$ cat src/rtl/lfsr_error_injector.sv
// ----------------------------------------------------------------------------
// lfsr_error_injector
//
// This stage sits between the LFSR generator and the LFSR checker. It XORs an
// error mask into selected valid words. The words can be chosen in three ways:
// single-shot (on a trigger edge), periodic, or periodic burst. It also keeps
// a saturating count of corrupted words, so that checker lock and unlock
// events can be matched against known injections.
//
// Optional build macro:
//   ERR_INJ_WALK_EN - Defined: the mask is held in a register that rotates
//                     left by one bit after every injected beat.
//                     Undefined: i_err_mask is applied directly.
//
// Ports:
//   clk          system clock
//   i_rst_n      asynchronous active-low reset
//   i_soft_reset synchronous clear of all state and outputs
//   i_valid      input word valid
//   i_data       input LFSR word
//   i_mode       00 off, 01 single-shot, 10 periodic, 11 periodic burst
//   i_trigger    single-shot request level (rising edge detected here)
//   i_period     valid beats per injection cycle (0 behaves as 1)
//   i_burst_len  corrupted beats per burst in mode 11 (0 behaves as 1)
//   i_err_mask   XOR mask for corrupted words
//   o_valid      registered i_valid
//   o_data       registered, possibly corrupted word (held while !i_valid)
//   o_err_flag   high while o_data carries a corrupted word
//   o_err_count  saturating count of corrupted words
// ----------------------------------------------------------------------------
module lfsr_error_injector #(
    parameter int NB_DATA   = 8,
    parameter int NB_PERIOD = 16,
    parameter int NB_BURST  = 4,
    parameter int NB_COUNT  = 16
) (
    input  logic                 clk,
    input  logic                 i_rst_n,
    input  logic                 i_soft_reset,
    input  logic                 i_valid,
    input  logic [NB_DATA-1:0]   i_data,
    input  logic [1:0]           i_mode,
    input  logic                 i_trigger,
    input  logic [NB_PERIOD-1:0] i_period,
    input  logic [NB_BURST-1:0]  i_burst_len,
    input  logic [NB_DATA-1:0]   i_err_mask,
    output logic                 o_valid,
    output logic [NB_DATA-1:0]   o_data,
    output logic                 o_err_flag,
    output logic [NB_COUNT-1:0]  o_err_count
);

    typedef enum logic [2:0] {
        ST_IDLE,
        ST_ARMED,
        ST_DONE,
        ST_COUNT,
        ST_BURST
    } state_t;

    localparam logic [1:0] MODE_SINGLE = 2'b01;
    localparam logic [1:0] MODE_BURST  = 2'b11;

    state_t               state_q, state_d;
    logic [1:0]           mode_q;
    logic                 trig_q;
    logic [NB_PERIOD-1:0] period_cnt_q, period_cnt_d;
    logic [NB_BURST-1:0]  burst_cnt_q, burst_cnt_d;

    logic                 valid_q;
    logic [NB_DATA-1:0]   data_q;
    logic                 err_flag_q;
    logic [NB_COUNT-1:0]  err_count_q;

    logic                 inject;
    logic                 mode_change;
    logic                 trig_rise;
    logic [NB_DATA-1:0]   mask;
    logic [NB_PERIOD-1:0] period_last;
    logic [NB_BURST-1:0]  burst_last;

    assign mode_change = (i_mode != mode_q);
    assign trig_rise   = i_trigger & ~trig_q;

    // Last counter value of a cycle. A programmed 0 behaves like 1.
    assign period_last = (i_period == '0) ? '0 : i_period - NB_PERIOD'(1);
    assign burst_last  = (i_burst_len == '0) ? '0 : i_burst_len - NB_BURST'(1);

    // ------------------------------------------------------------------------
    // Next-state logic
    // ------------------------------------------------------------------------
    always_comb begin
        // NOTE: every signal driven here gets a default first, so no path can
        // leave it unassigned and infer a latch.
        state_d      = state_q;
        period_cnt_d = period_cnt_q;
        burst_cnt_d  = burst_cnt_q;
        inject       = 1'b0;

        if (mode_change) begin
            // The beat in this cycle passes clean. The new mode starts next cycle.
            state_d      = ST_IDLE;
            period_cnt_d = '0;
            burst_cnt_d  = '0;
        end else begin
            case (state_q)
                ST_IDLE, ST_COUNT: begin
                    if (mode_q[1]) begin
                        // Periodic modes: IDLE enters COUNT with the counter
                        // at 0 and judges this beat as the first one counted.
                        state_d = ST_COUNT;
                        if (i_valid) begin
                            if (period_cnt_q == period_last) begin
                                inject       = 1'b1;
                                period_cnt_d = '0;
                                if (mode_q == MODE_BURST && burst_last != '0) begin
                                    state_d     = ST_BURST;
                                    burst_cnt_d = NB_BURST'(1);
                                end
                            end else begin
                                // A period lowered below the count wraps at overflow.
                                period_cnt_d = period_cnt_q + NB_PERIOD'(1);
                            end
                        end
                    end else if (state_q == ST_COUNT) begin
                        state_d = ST_IDLE;
                    end else if (mode_q == MODE_SINGLE && trig_rise) begin
                        // Arming does not corrupt the beat in this cycle.
                        state_d = ST_ARMED;
                    end
                end
                ST_ARMED: begin
                    if (i_valid) begin
                        inject  = 1'b1;
                        state_d = ST_DONE;
                    end
                end
                ST_DONE: begin
                    // A held trigger gives no second shot. It must drop first.
                    if (!i_trigger) state_d = ST_IDLE;
                end
                ST_BURST: begin
                    if (i_valid) begin
                        inject = 1'b1;
                        if (burst_cnt_q == burst_last) begin
                            state_d      = ST_COUNT;
                            burst_cnt_d  = '0;
                            period_cnt_d = '0;
                        end else begin
                            burst_cnt_d = burst_cnt_q + NB_BURST'(1);
                        end
                    end
                end
                default: state_d = ST_IDLE;
            endcase
        end
    end

`ifdef ERR_INJ_WALK_EN
    // walk_loaded_q = 0 means the mask follows i_err_mask. This is how the
    // register gets reloaded on reset, soft reset, mode change and IDLE entry.
    logic [NB_DATA-1:0] walk_mask_q;
    logic               walk_loaded_q;

    assign mask = walk_loaded_q ? walk_mask_q : i_err_mask;

    always_ff @(posedge clk or negedge i_rst_n) begin
        if (!i_rst_n) begin
            walk_mask_q   <= '0;
            walk_loaded_q <= 1'b0;
        end else if (i_soft_reset || state_d == ST_IDLE) begin
            walk_loaded_q <= 1'b0;
        end else if (inject) begin
            walk_mask_q   <= {mask[NB_DATA-2:0], mask[NB_DATA-1]};
            walk_loaded_q <= 1'b1;
        end
    end
`else
    assign mask = i_err_mask;
`endif

    // ------------------------------------------------------------------------
    // State and output registers
    // ------------------------------------------------------------------------
    // NOTE: state uses non-blocking assignments so that every register samples
    // pre-edge values. The async reset clears all of them to known values.
    always_ff @(posedge clk or negedge i_rst_n) begin
        if (!i_rst_n) begin
            state_q      <= ST_IDLE;
            mode_q       <= '0;
            trig_q       <= 1'b0;
            period_cnt_q <= '0;
            burst_cnt_q  <= '0;
            valid_q      <= 1'b0;
            data_q       <= '0;
            err_flag_q   <= 1'b0;
            err_count_q  <= '0;
        end else if (i_soft_reset) begin
            state_q      <= ST_IDLE;
            mode_q       <= '0;
            trig_q       <= 1'b0;
            period_cnt_q <= '0;
            burst_cnt_q  <= '0;
            valid_q      <= 1'b0;
            data_q       <= '0;
            err_flag_q   <= 1'b0;
            err_count_q  <= '0;
        end else begin
            state_q      <= state_d;
            mode_q       <= i_mode;
            trig_q       <= i_trigger;
            period_cnt_q <= period_cnt_d;
            burst_cnt_q  <= burst_cnt_d;
            valid_q      <= i_valid;
            if (i_valid) data_q <= i_data ^ (inject ? mask : '0);
            err_flag_q   <= inject;
            if (inject && err_count_q != '1) err_count_q <= err_count_q + NB_COUNT'(1);
        end
    end

    assign o_valid     = valid_q;
    assign o_data      = data_q;
    assign o_err_flag  = err_flag_q;
    assign o_err_count = err_count_q;

endmodule

$ cat config.mk
export PLATFORM = sky130hd
export DESIGN_NAME = lfsr_error_injector
export DESIGN_NICKNAME = d
export VERILOG_FILES = /design/src/rtl/lfsr_error_injector.sv
export SDC_FILE = /design/constraint.sdc
export NUM_CORES = 1
export LEC_CHECK = 0
export CORE_MARGIN = 2
export CORE_UTILIZATION = 58
export DETAILED_ROUTE_END_ITERATION = 8
export PLACE_DENSITY = 0.87
export SYNTH_ARGS = -nofsm -noshare
export SYNTH_HDL_FRONTEND = slang
export SYNTH_SLANG_ARGS = --single-unit
$ cat constraint.sdc
create_clock -name clk -period 4.4 [get_ports clk]
set_input_delay 0.88 -clock clk [delete_from_list [all_inputs] [get_ports clk]]
set_output_delay 0.88 -clock clk [all_outputs]
set_load 0.02 [all_outputs]
## Word-level counts from Yosys, hierarchy flattened

Cells that the tools add are included.

| word-level totals | value |
|---|---|
| register bits | 52 |
| input port bits | 43 |
| output and inout port bits | 26 |
| logic and storage cells | 98 |

| operators by class | value |
|---|---|
| add/sub/neg operators | 5 |
| eq/ne operators | 19 |
| mux-type cells | 47 |
| bitwise gates (word level) | 3 |
| reduce and logical (&&, ||, !) cells | 15 |

Operators by type and width:

| kind | number |
|---|---|
| 16-bit 2-to-1 mux | 10 |
| 3-bit 2-to-1 mux | 12 |
| 4-bit 2-to-1 mux | 9 |
| 16-bit by 1-bit adder with 16-bit output (second input constant) | 2 |
| 4-bit != test (second input constant) | 8 |
| 16-bit case mux with 2 select lines | 1 |
| 8-bit 2-to-1 mux | 3 |
| 16-bit == test | 1 |
| 16-bit zero test | 1 |
| 16-bit != test (second input constant) | 1 |
| 16-bit by 1-bit subtractor with 16-bit output (second input constant) | 1 |
| 3-bit case mux with 4 select lines | 1 |
| 5-bit AND reduction | 2 |
| 1-bit 2-to-1 mux | 8 |
| 4-bit case mux with 2 select lines | 1 |
| 4-bit nonzero test | 2 |
| 8-bit XOR | 1 |
| 3-bit by 2-bit == test with 1-bit output (second input constant) | 2 |
| 6-bit != test (second input constant) | 1 |
| 6-bit AND reduction | 1 |
| 4-bit by 1-bit adder with 4-bit output (second input constant) | 1 |
| 4-bit == test | 1 |
| 4-bit zero test | 1 |
| 2-bit nonzero test | 2 |
| other kinds (13) | 16 |

## Depth between registers and ports, before layout

Gate-level depths: netlist of run 1.

| depth | value |
|---|---|
| word-level depth | 12 |
| gate-level depth with buffers | 13 |
| mapped depth without buffers | 11 |

## Worst setup path before layout of run 1

No wires, ideal clock.

| timing | value |
|---|---|
| kind | input -> register |
| start point | input port i_period[7] |
| end point | register err_count_q[0] (netlist: o_err_count[0]) |
| library setup time | 0.125 ns |
| data arrival time | 3.479 ns |
| data required time | 4.275 ns |
| slack | 0.797 ns |
| cell stages on the path | 11 |
| path buffers | 2 |
| cells stage by stage | buf_2 -> nor4_4 -> nand4_1 -> or4_1 -> a211oi_1 -> a211oi_2 -> nor3_2 -> a21oi_2 -> buf_6 -> a21oi_1 -> mux2_2 |

| on the way | value |
|---|---|
| cells in the longest elaborated chain, start to end | 10 |
| elaborated cells between the ends (all ways) | 11 |
| classes of those cells | 1 x add/sub; 1 x eq/ne; 6 x mux; 3 x reduce/logical |

RTL lines:

| item | line | text |
|---|---|---|
| from (decl) | 44 | `input logic [NB_PERIOD-1:0] i_period,` |
| 16-bit by 1-bit subtractor with 16-bit output / 16-bit zero test (equally long branches) | 86 | `assign period_last = (i_period == '0) ? '0 : i_period - NB_PERIOD'(1);` |
| 16-bit 2-to-1 mux (*) | 86 |  |
| 16-bit == test (*) | 113 | `if (period_cnt_q == period_last) begin` |
| 1-bit 2-to-1 mux (*) | 113 |  |
| 1-bit 2-to-1 mux (*) | 112 | `if (i_valid) begin` |
| 1-bit 2-to-1 mux (*) | 108 | `if (mode_q[1]) begin` |
| 1-bit case mux with 2 select lines (*) | 106 | `case (state_q)` |
| 1-bit 2-to-1 mux (*) | 100 | `if (mode_change) begin` |
| 1-bit logical AND (*) | 217 | `if (inject && err_count_q != '1) err_count_q <= err_count_q + NB_COUNT'(1);` |
| 2-bit nonzero test (no line) (*) | -- |  |
| to (signal assigned) | 217 |  |
| to (decl) | 73 | `logic [NB_COUNT-1:0] err_count_q;` |

Every way passes the cells marked *; elsewhere a longest branch is shown, timed or not.
A chain may end at the register's enable or synchronous reset.

## Final worst setup path of run 1

| timing | value |
|---|---|
| start point | input port i_period[0] |
| end point | register err_count_q[6] (netlist: o_err_count[6]) |

Same word-level chain as after synthesis.

==> results of run 1 <==
-- cells in the mapped netlist, types with 3 or more instances --
cell / number
nor3b_1: 4
mux2i_1: 5
or2_2: 3
o41ai_1: 4
mux2_2: 5
and2_1: 6
a21oi_1: 34
o21ai_0: 29
nor2_1: 45
nor2b_1: 15
nand4_1: 12
a22o_1: 9
nand3_1: 18
and4_1: 4
buf_2: 3
xor2_1: 10
nor3_1: 10
a211oi_1: 13
clkbuf_1: 19
dfrtp_1: 52
nand2b_1: 7
o31ai_1: 10
o221a_2: 8
xnor2_1: 13
and3_1: 10
nand2_1: 38
or4_1: 9
or3_1: 10
o311ai_0: 3
inv_1: 13
ha_1: 4
o31a_1: 3
nor4_1: 5
-- worst max-delay path, delay by kind of cell --
family | cells | cell delay, ns
compound gates | 3 | 0.62
fa+ha+maj | 1 | 0.26
buf+inv | 3 | 0.74
mux | 1 | 0.38
simple gates | 4 | 1.46
-- worst max-delay path by stage --
| stage | startpoint | end | slack [ns] | depth (start not counted) |
|---|---|---|---|---|
| 2_1_floorplan | i_period[7] | o_err_count[0] | 0.80 | 11 |
| 3_3_place_gp | i_period[0] | o_err_count[6] | 0.10 | 13 |
| 3_5_place_dp | i_period[0] | o_err_count[6] | -0.08 | 13 |
| 4_1_cts | i_period[0] | o_err_count[6] | 0.25 | 13 |
| 5_1_grt | i_period[0] | o_err_count[6] | 0.04 | 12 |
| 6_report | i_period[0] | o_err_count[6] | 0.25 | 12 |
-- sequential cells by signal, indices dropped and copies added (netlist names) --
| name | flops |
|---|---|
| mode_q | 2 |
| o_valid | 1 |
| o_data | 8 |
| o_err_flag | 1 |
| period_cnt_q | 16 |
| state_q | 3 |
| burst_cnt_q | 4 |
| trig_q | 1 |
| o_err_count | 16 |
-- logic make-up (layout without fill, tap and decap cells) --
group,count (synthesis),count (layout),share of synthesized area (%)
buffers and inverters,38,104,4.131
AOI/OAI and AO/OA,136,136,23.82
and+or+nand+nor,209,209,29.59
xor gates and xnor gates,23,23,5.155
adders and majority gates,4,4,1.281
DFF,52,52,33.30
muxes,10,10,2.722
-- layout make-up --
type	instances	area share [%]
multi-input combinational	382	51.33
inverter	14	1.103
clock inverter	3	0.3940
tap	77	2.023
timing repair buffer	82	16.39
sequential	52	27.32
clock buffer	5	1.445
-- power breakdown --
group	leakage, nW	internal (mW)	switching, mW	total (mW)
Sequential	0.715	0.487	0.0107	0.498
Combinational	1.09	0.0978	0.114	0.212
Clock	0.0479	0.111	0.166	0.277
-- metal layers --
layer	global-route usage, %	up-vias	share of wire (%)
met1	36.85	1885	42
met5	0	-	0
met2	47.64	184	49
li1	-	1905	-
met3	3.657	23	6.7
met4	10.25	0	2.1
-- metrics by stage --
| step | setup slack [ns] | utilization (%) |
|---|---|---|
| final | 0.2494 | 74.17 |
| after global routing | 0.04400 | 74.17 |
| after CTS | 0.2515 | 74.17 |
| after detailed placement | -0.08210 | 72.80 |
| after global placement | 0.1023 | 72.80 |
| after floorplan | 0.7968 | - |
==> impl_metrics.toml, run 1 <==
[synth]
synth_fp_nets = 519
synthCells = 472
synth_top_area_cell = "dfrtp_1"
yosysSeqAreaShare_pct = 33.30
synth_top_cell_area_share_pct = 33.30
syn_area_per_cell_um2 = 8.279
netlist_area_mm2 = 0.003907
ys_types = 64
synth_edf_count = 0
synthArstFlopShare_pct = 100.0
ys_top_cells_by_area = "dfrtp_1 (33%), a21oi_1 (4.4%), nor2_1 (4.3%), o21ai_0 (3.7%), nand2_1 (3.7%)"
yosysWarnings = 0
synth_flop_cell = "dfrtp_1"
synth_seq_cells = 52

[setup_path]
crit_slowest_cell = "clkdlybuf4s50_1"
crit_chain = "clkdlybuf4s50_1 -> inv_1 -> ha_1 -> nor4b_2 -> nand4_1 -> o21ai_0 -> o221ai_1 -> nor4_4 -> a21oi_2 -> buf_4 -> nor4_1 -> mux2_2"
r2r_cells = 9
worst_setup_path_end_kind = "flop"
cp.arrival_ns = 4.35
worstPathRequired_ns = 4.60
cp_max_fo = 17
critPathKind = "in -> reg"
reg2reg_setup_slack_ns = 1.59
timing.rr.end = "o_err_count[6]"
r2r-start = "period_cnt_q[10]"
startpoint_type = "input pin"
max_stage_delay_ns = 0.46

[route]
first_iter_violations = 280
ant_nets = 0
route.vias.total = 3997
firstDrtPassIters = 5
via_per_inst = 6.499
detail_route.wirelength_um = 10080
wl_per_cell_um = 16.39
drc = 0

[layout]
final_area_mm2 = 0.004763
layout_commonest_cell = "clkdlybuf4s50_1"
register_area_mm2 = 0.001301
area_growth_pct = 21.90
diodes = 0
nets = 584
drive_gt1_share_pct = 9.294
fillers = 503
final_cell_mix = "clkdlybuf4s50_1 (67), dfrtp_1 (52), nor2_1 (45)"
fin_cells = 615
multi_input_area_mm2 = 0.002445

[floorplanning]
fp-row-count = 29
initial_core_util_pct = 60.84
dieArea_mm2 = 0.007410
die_w_um = 86.08
fp.coreArea_mm2 = 0.006422
die_h_um = 86.08
ios = 69

[sta]
rsz0062_at_grt = "no"
tightest_slew_ns = 0.6801
hold_violations = 0
slew_headroom_pct = 54.66
drv_slew = 0
tns_ns = 0
fmax_ghz = 0.2409
post-route-period-util_pct = 94.33
setup_viol_count_final = 0
fin_skew_ns = 0.009275
post-route-min-period_ns = 4.151
hold_slack_ns = 0.5544

[placement]
dpl_cell_area_mm2 = 0.004676
dp_hpwl_um = 7471
gp_congestion = 0.9426
io_buffers = 68
dp_cells = 607

[run_status]
status = "finished, final reports clean"

[pwr]
power_mw = 0.9878
power.density_mw_per_mm2 = 207.4
ir_worst_vdd_mv = 0.1160
p_leak_nw = 1.850

[min_path]
min_path_cells = 1
hold_start = "burst_cnt_q[3]"
hold_path_class = "reg -> reg"
hold_end = "burst_cnt_q[3]"

[clock_network]
cts_buffer_depth = 2
clk_latency_ns = 0.31
cts-root-buf = "clkbuf_8"
cts_num_sinks = 52
clk_pin_slew_ns = 0.09
cts_inserted_buffers = 5
postCtsSetupBuffers = 0
tritoncts = "built"
cts_hold_buf = 0
htreeDepth = 2
postCtsResizedCells = 0

[global_routing]
grt_max_degree = 53
grtUsageTotal_pct = 28.13
grt_pass1_wl_um = 17070
antenna_found_initial = 0
grt_pass1_vias = 3731
grt_overflow = 0

[flow_run]
drv_cap = 0
No activity file was read; power rests on OpenSTA's default activity.
==> run 2, diff against run 1 <==
--- a/config.mk
+++ b/config.mk
@@ -6,9 +6,10 @@
 export NUM_CORES = 1
 export LEC_CHECK = 0
 export CORE_MARGIN = 2
-export CORE_UTILIZATION = 58
+export CORE_UTILIZATION = 60
 export DETAILED_ROUTE_END_ITERATION = 8
-export PLACE_DENSITY = 0.87
+export DONT_BUFFER_PORTS = 1
+export PLACE_DENSITY = 0.76
 export SYNTH_ARGS = -nofsm -noshare
 export SYNTH_HDL_FRONTEND = slang
 export SYNTH_SLANG_ARGS = --single-unit
==> run 2 against run 1 <==
First-iteration DRC count shrank 11%. Critical path depth shrank 3. Critical path type unchanged. Worst setup slack gained 0.55 ns. Largest power group unchanged. Core utilization shrank 10 points. Via count shrank 9.1%. Highest routed layer unchanged.
==> impl_metrics.toml, run 2 (synthesis gave the netlist of run 1 again) <==
[layout]
drive_gt1_share_pct = 8.261
final_cell_mix = "dfrtp_1 (52), nor2_1 (45), nand2_1 (38)"
area_growth_pct = 3.298
nets = 506
diodes = 0
layout_commonest_cell = "dfrtp_1"
fin_util_pct = 63.93
fillers = 534

[setup_path]
critPathKind = "in -> reg"
worstPathRequired_ns = 4.65
max_stage_delay_ns = 0.60
crit_chain = "nor3_1 -> a31oi_1 -> a211o_1 -> a31o_2 -> a211oi_1 -> nor2_1 -> a21o_1 -> nor2_2 -> mux2_2"
crit_slowest_cell = "a211oi_1"
worst_setup_path_end_kind = "flop"
startpoint_type = "input pin"
cp_max_fo = 14
cp.arrival_ns = 3.85

[floorplanning]
die_w_um = 84.70
ios = 69
fp.coreArea_mm2 = 0.006314
die_h_um = 84.70
initial_core_util_pct = 61.89
dieArea_mm2 = 0.007174
fp-row-count = 29

[route]
wl_per_cell_um = 17.36
first_iter_violations = 250
drc = 0
firstDrtPassIters = 5
route.vias.total = 3633
detail_route.wirelength_um = 9322
ant_nets = 0
via_per_inst = 6.765

[sta]
hold_violations = 0
post-route-period-util_pct = 81.81
slew_headroom_pct = 52.46
post-route-min-period_ns = 3.600
tightest_slew_ns = 0.7084
fin_skew_ns = 0.009804
drv_slew = 0
fmax_ghz = 0.2778
hold_slack_ns = 0.2485
setup_viol_count_final = 0
rsz0062_at_grt = "no"
tns_ns = 0

[pwr]
power_mw = 0.9592
power.density_mw_per_mm2 = 237.6
ir_worst_vdd_mv = 0.1891
p_leak_nw = 1.555

[clock_network]
postCtsResizedCells = 0
htreeDepth = 2
cts_hold_buf = 0
clk_latency_ns = 0.31
cts_num_sinks = 52
cts-root-buf = "clkbuf_8"
tritoncts = "built"
cts_buffer_depth = 2
cts_inserted_buffers = 5
clk_pin_slew_ns = 0.10
postCtsSetupBuffers = 0

[global_routing]
grt_pass1_vias = 3475
grt_overflow = 0
grtUsageTotal_pct = 27.01
antenna_found_initial = 0
grt_max_degree = 53
grt_pass1_wl_um = 16260

[min_path]
hold_path_class = "in -> async"

[run_status]
status = "finished, final reports clean"

[placement]
io_buffers = 0
dp_hpwl_um = 6704
gp_congestion = 0.8441

[flow_run]
drv_cap = 0
## run 2: cell types whose count changed in the layout (fill, tap and decap cells not counted)
cell / change
bufinv_16: +1
clkbuf_1: +1
buf_2: -1
clkdlybuf4s50_1: -67
clkinv_2: -2
inv_6: +1
clkinv_4: -1
buf_4: -10
## run 2: worst paths after layout
| path | slack (ns) | endpoint | start | depth (start not counted) |
|---|---|---|---|---|
| worst max-delay path | 0.80 | period_cnt_q[0] | i_period[0] | 9 |
| worst min-delay path | 0.25 | state_q[0] | i_rst_n | 0 |
| worst max register to register | 1.36 | period_cnt_q[0] | period_cnt_q[9] | 8 |
| worst min register to register | 0.51 | burst_cnt_q[3] | burst_cnt_q[3] | 1 |
| max in group asynchronous | 4.06 | period_cnt_q[10] | i_rst_n | 0 |
| min in group clk | 0.51 | burst_cnt_q[3] | burst_cnt_q[3] | 1 |
## run 2: through the flow
step                worst slack (ns)  instances  area [um^2]
floorplan                     0.7968        472         3908
global placement              0.6125        529         3925
detailed placement            0.4716        529         3925
CTS                           0.8121        537         4036
global route                  0.5414        537         4036
finish                        0.8005        537         4036
## run 2: worst max-delay path, delay by kind of cell
family / cells / cell delay (ns)
AO/OA/AOI/OAI: 5 / 1.69
AND/OR/NAND/NOR: 3 / 1.04
multiplexers: 1 / 0.23
## run 2: power breakdown
group	leakage [nW]	switching (mW)	total, mW	internal, mW
Combinational	0.785	0.0635	0.115	0.0519
Sequential	0.715	0.0189	0.506	0.488
Clock	0.0558	0.165	0.337	0.172
## run 2: per-layer routing
metal / up-vias / global-route usage [%] / wire [um]
met3: 13 / 4.621 / 693
met5: - / 0 / 0
met4: 0 / 7.071 / 126
li1: 1740 / - / -
met2: 143 / 43.52 / 4489
met1: 1737 / 37.91 / 4013
## run 2: final cells by class
cell class	count	area, um^2	area share [%]
multi-input cells	382	2445	60.57
flip-flops and latches	52	1301	32.24
well taps	77	96.34	2.387
clock buffers	6	72.57	1.798
inverters	14	52.55	1.302
clock inverters	2	38.79	0.9609
repair buffers	4	30.03	0.7440
